[config.mk]
export PLATFORM = sky130hd
export DESIGN_NAME = pipe_hazard_ctrl
export DESIGN_NICKNAME = d
export VERILOG_FILES = /design/src/rtl/pipe_hazard_ctrl.sv
export SDC_FILE = /design/constraint.sdc
export NUM_CORES = 1
export LEC_CHECK = 0
export BUFFER_PORTS_ARGS = -buffer_cell sky130_fd_sc_hd__buf_2
export CORE_MARGIN = 5
export CORE_UTILIZATION = 45
export DETAILED_ROUTE_END_ITERATION = 10
export PLACE_DENSITY = 0.75
export SYNTH_ARGS = -nofsm -noshare
export SYNTH_HDL_FRONTEND = slang
export SYNTH_SLANG_ARGS = --single-unit
[constraint.sdc]
create_clock -name clk -period 4.25 [get_ports clk]
set_clock_uncertainty 0.2 [all_clocks]
set_input_delay 0.2125 -clock clk [delete_from_list [all_inputs] [get_ports clk]]
set_output_delay 0.2125 -clock clk [all_outputs]
set_load 0.01 [all_outputs]
[src/rtl/pipe_hazard_ctrl.sv]
// Pipeline stall/flush controller: RAW hazard detection via Tuse/Tnew plus a
// busy sequencer for the multi-cycle mult/div unit and a saturating stall counter.
module pipe_hazard_ctrl #(
  parameter int MULT_CYCLES = 5,
  parameter int DIV_CYCLES  = 10
) (
  input  logic        clk,
  input  logic        reset,
  input  logic [4:0]  D_rs_addr,
  input  logic [4:0]  D_rt_addr,
  input  logic [1:0]  D_rs_tuse,
  input  logic [1:0]  D_rt_tuse,
  input  logic        D_md_use,
  input  logic [4:0]  E_wa,
  input  logic [1:0]  E_tnew,
  input  logic [4:0]  M_wa,
  input  logic [1:0]  M_tnew,
  input  logic        E_md_start,
  input  logic        E_md_div,
  output logic        F_en,
  output logic        D_en,
  output logic        E_flush,
  output logic        md_busy,
  output logic        md_err,
  output logic [15:0] stall_cnt
);

  localparam logic [3:0] MULT_LOAD = 4'(MULT_CYCLES);
  localparam logic [3:0] DIV_LOAD  = 4'(DIV_CYCLES);

  typedef enum logic {
    IDLE,
    BUSY
  } md_state_t;

  md_state_t  md_state;
  logic [3:0] md_cnt;
  logic       stall_rs;
  logic       stall_rt;
  logic       stall_md;
  logic       stall;

  // An operand stalls only if a producer still needs more cycles than D can wait.
  always_comb begin
    stall_rs = (D_rs_addr != 5'd0) &&
               (((D_rs_addr == E_wa) && (D_rs_tuse < E_tnew)) ||
                ((D_rs_addr == M_wa) && (D_rs_tuse < M_tnew)));
    stall_rt = (D_rt_addr != 5'd0) &&
               (((D_rt_addr == E_wa) && (D_rt_tuse < E_tnew)) ||
                ((D_rt_addr == M_wa) && (D_rt_tuse < M_tnew)));
    stall_md = D_md_use && (md_busy || E_md_start);
    stall    = stall_rs || stall_rt || stall_md;
  end

  assign F_en    = ~stall;
  assign D_en    = ~stall;
  assign E_flush = stall;
  assign md_busy = (md_state == BUSY);

  // Starts arriving while busy are dropped and flagged rather than restarting the count.
  always_ff @(posedge clk or negedge reset) begin
    if (!reset) begin
      md_state <= IDLE;
      md_cnt   <= 4'd0;
      md_err   <= 1'b0;
    end else begin
      case (md_state)
        IDLE: begin
          if (E_md_start) begin
            md_cnt   <= E_md_div ? DIV_LOAD : MULT_LOAD;
            md_state <= BUSY;
          end
        end
        BUSY: begin
          if (E_md_start) md_err <= 1'b1;
          if (md_cnt == 4'd1) begin
            md_cnt   <= 4'd0;
            md_state <= IDLE;
          end else begin
            md_cnt <= md_cnt - 4'd1;
          end
        end
        default: begin
          md_state <= IDLE;
          md_cnt   <= 4'd0;
        end
      endcase
    end
  end

  always_ff @(posedge clk or negedge reset) begin
    if (!reset) begin
      stall_cnt <= 16'd0;
    end else if (stall && (stall_cnt != 16'hFFFF)) begin
      stall_cnt <= stall_cnt + 16'd1;
    end
  end

endmodule

==> impl_metrics.tcl <==
set metrics [dict create \
    h-tree-depth 1 \
    post-route-period-util 0.627 \
    critPathLaunchType "flip-flop" \
    netlist_area_um2 1560 \
    route.detailed.drc 0 \
    setup_tns_ns 0 \
    outcome "finished, final reports clean" \
    power_density_nw_per_um2 410 \
    clock_latency_ns 0.31 \
    cp-startpoint "stall_cnt[0]" \
    core_um2 3340 \
    p_sw_mw 0.280 \
    path_common_cell "and3_1" \
    cts_tree "done" \
    gr-usage-all-layers 0.160 \
    hpwl_um 2820 \
    antenna_found_initial 0 \
    area_growth_pct 22.7 \
    grt_pass1_wl_um 5800 \
    synth_edf_count 0 \
    worstSetupPathDepth 6 \
    die_x_um 68.8 \
    drv_slew 0 \
    regToRegStartpoint "stall_cnt[0]" \
    dieArea_um2 4730 \
    layout.nets 248 \
    switching_share 0.357 \
    port_buffers 53 \
    finalSetupViolations 0 \
    fillCellCount 318 \
    yosysWarnings 0 \
    min_period_ns 2.66 \
    syn_area_per_cell_um2 10.2 \
    r2r_slack_ns 1.59 \
    cts_buffer_depth 2 \
    r2r_end "stall_cnt[1]" \
    numCtsBuffers 3 \
    pre_cts_slack_ns 1.58 \
    ff_latch_area_um2 551 \
    crit_required_ns 4.27 \
    drv_cap 0 \
    grt_max_degree 23 \
    hold_class "in2async" \
    worstSetupEndpointType "flip-flop" \
    hold_violations 0 \
    grt-ovfl-total 0 \
    path_cells "ha_1, and3_1, and3_1, nand4_1, nand2_2, mux2_4" \
    clk_pin_slew_worst_paths_ns 0.13 \
    vias 1297 \
    diodes 0 \
    ys_types 35 \
    crit_slowest_cell "nand4_1" \
    path_max_fanout 11 \
    place.gp.congestion 0.797 \
    grt_pass1_vias 1325 \
    rsz0062_at_grt "false" \
    async_reset_ff_frac 1.00 \
    critPathBufInv 0 \
    initial_core_util 0.466 \
    core.rowCount 21 \
    pwr-share-seq 0.418 \
    intPower_mw 0.502 \
    path_class "reg2reg" \
    peakVddDrop_mv 0.291 \
    fin_util 0.572 \
    synth_ff_type "dfrtp_1" \
    max_freq_mhz 376 \
    ys_ff_latch 22 \
    postRouteAntennaNets 0 \
    routedWlPerCell_um 14.0 \
    synth_seq_area_share 0.354 \
    drive_gt1_frac 0.362 \
    cp_slowest_stage_delay_ns 0.59 \
    p_comb_frac 0.374 \
    post_cts_buffers 0 \
    p_clk_frac 0.207 \
    drt_iter0_drc 34 \
    critPathTopFamily "simple AND/OR/NAND/NOR gates" \
    cts_sinks 22 \
    cts_root_buf "clkbuf_4" \
    slew-limit-headroom 0.525 \
    synth_fp_nets 193 \
    routed_wl_um 3540 \
    crit_path_end "stall_cnt[1]" \
    fin_ws_ns 1.59 \
    die_h_um 68.8 \
    worst_pin_slew_ns 0.712 \
    arrival_ns 2.68 \
    pin_count 54 \
    p_leak_nw 0.898 \
    multiInputGateArea_um2 926 \
    dr.pass1.iters 4 \
    routed_via_density 5.13 \
    r2r_cells 6 \
    netlist_instances 153 \
]
## power groups by stage
stage | sequential (mW) | clock (mW) | combinational [mW]
after detailed placement | 0.329 | 0 | 0.295
after CTS | 0.327 | 0.165 | 0.297
after global placement | 0.331 | 0 | 0.285
after floorplan | 0.331 | 0 | 0.198
after global routing | 0.340 | 0.171 | 0.333
final | 0.327 | 0.162 | 0.293
## metrics by stage
stage	cells	power [mW]	instance area [um^2]	hold WS, ns
2_1_floorplan	153	0.529	1560	-0.283
3_3_place_gp	246	0.617	1830	0.00242
3_5_place_dp	246	0.624	1830	0.00177
4_1_cts	253	0.789	1910	0.181
5_1_grt	253	0.844	1910	0.227
6_report	253	0.782	1910	0.184
## placed cells by master (no fill, tap or decap), types with 2 or more instances in the layout
cell,count
a2111oi_1,2
a2111oi_2,2
a21oi_1,4
and3_1,10
buf_2,53
clkbuf_4,3
dfrtp_1,22
dlygate4sd3_1,3
ha_1,7
inv_1,6
mux2_4,3
nand2_1,6
nand2b_1,6
nand3_1,7
nand3_2,10
nand4_1,7
nor2_1,5
o21ai_0,3
or4_1,2
xnor2_1,25
xor2_1,8
## cells in the mapped netlist (2+ instances only)
library cell | n | area [um^2]
xnor2_1 | 25 | 219
nand3_2 | 10 | 100
dfrtp_1 | 22 | 551
or4_1 | 2 | 15.0
xor2_1 | 8 | 70.1
nand3_1 | 7 | 35.0
and3_1 | 10 | 62.6
nand2b_1 | 6 | 37.5
nor2_1 | 5 | 18.8
a2111oi_1 | 2 | 20.0
a2111oi_2 | 2 | 30.0
nand4_1 | 7 | 43.8
inv_1 | 6 | 22.5
o21ai_0 | 3 | 15.0
buf_2 | 2 | 10.0
ha_1 | 7 | 87.6
a21oi_1 | 4 | 20.0
mux2_4 | 3 | 45.0
nand2_1 | 6 | 22.5
## cells by family (layout without fill, tap and decap cells)
group | Yosys count | in the layout | synth area share
AO/OA/AOI/OAI | 16 | 16 | 0.0797
multiplexers | 4 | 4 | 0.0362
adder cells (fa/ha/maj) | 7 | 7 | 0.0563
XOR/XNOR | 33 | 33 | 0.186
buffers and inverters | 13 | 67 | 0.0507
AND/OR/NAND/NOR | 58 | 58 | 0.237
flip-flops | 22 | 22 | 0.354
## area by class of cell
type,instances,share of cell area
clock buffer,3,0.0118
clock inverter,1,0.0157
inverter,7,0.0138
multi-input combinational,118,0.485
sequential,22,0.289
tap,46,0.0302
timing repair buffer,56,0.155
## what timing repair did
action / CTS / global route
hold buffers: 3 / 0
hold endpoints to repair: 25 / 0
gates resized for setup: 0 / 0
## state kept, by name, indices dropped and copies added (netlist names)
name / cells
md_busy: 1
stall_cnt: 16
md_cnt: 4
md_err: 1
## worst min-delay path by stage
stage / startpoint / endpoint / slack (ns) / depth (start not counted)
3_3_place_gp: reset / stall_cnt[13] / 0.002 / 1
6_report: reset / stall_cnt[13] / 0.18 / 2
5_1_grt: reset / stall_cnt[13] / 0.23 / 2
4_1_cts: reset / stall_cnt[13] / 0.18 / 2
2_1_floorplan: reset / md_busy / -0.28 / 0
3_5_place_dp: reset / stall_cnt[13] / 0.002 / 1
## metal layers
layer  up-vias  GRT usage  share of wire
li1        646          -              -
met1       604      0.207           0.44
met2        41      0.266           0.47
met3         6     0.0308          0.078
met4         0     0.0584          0.010
met5         -          0              0
(Power assumes the default switching activity.)
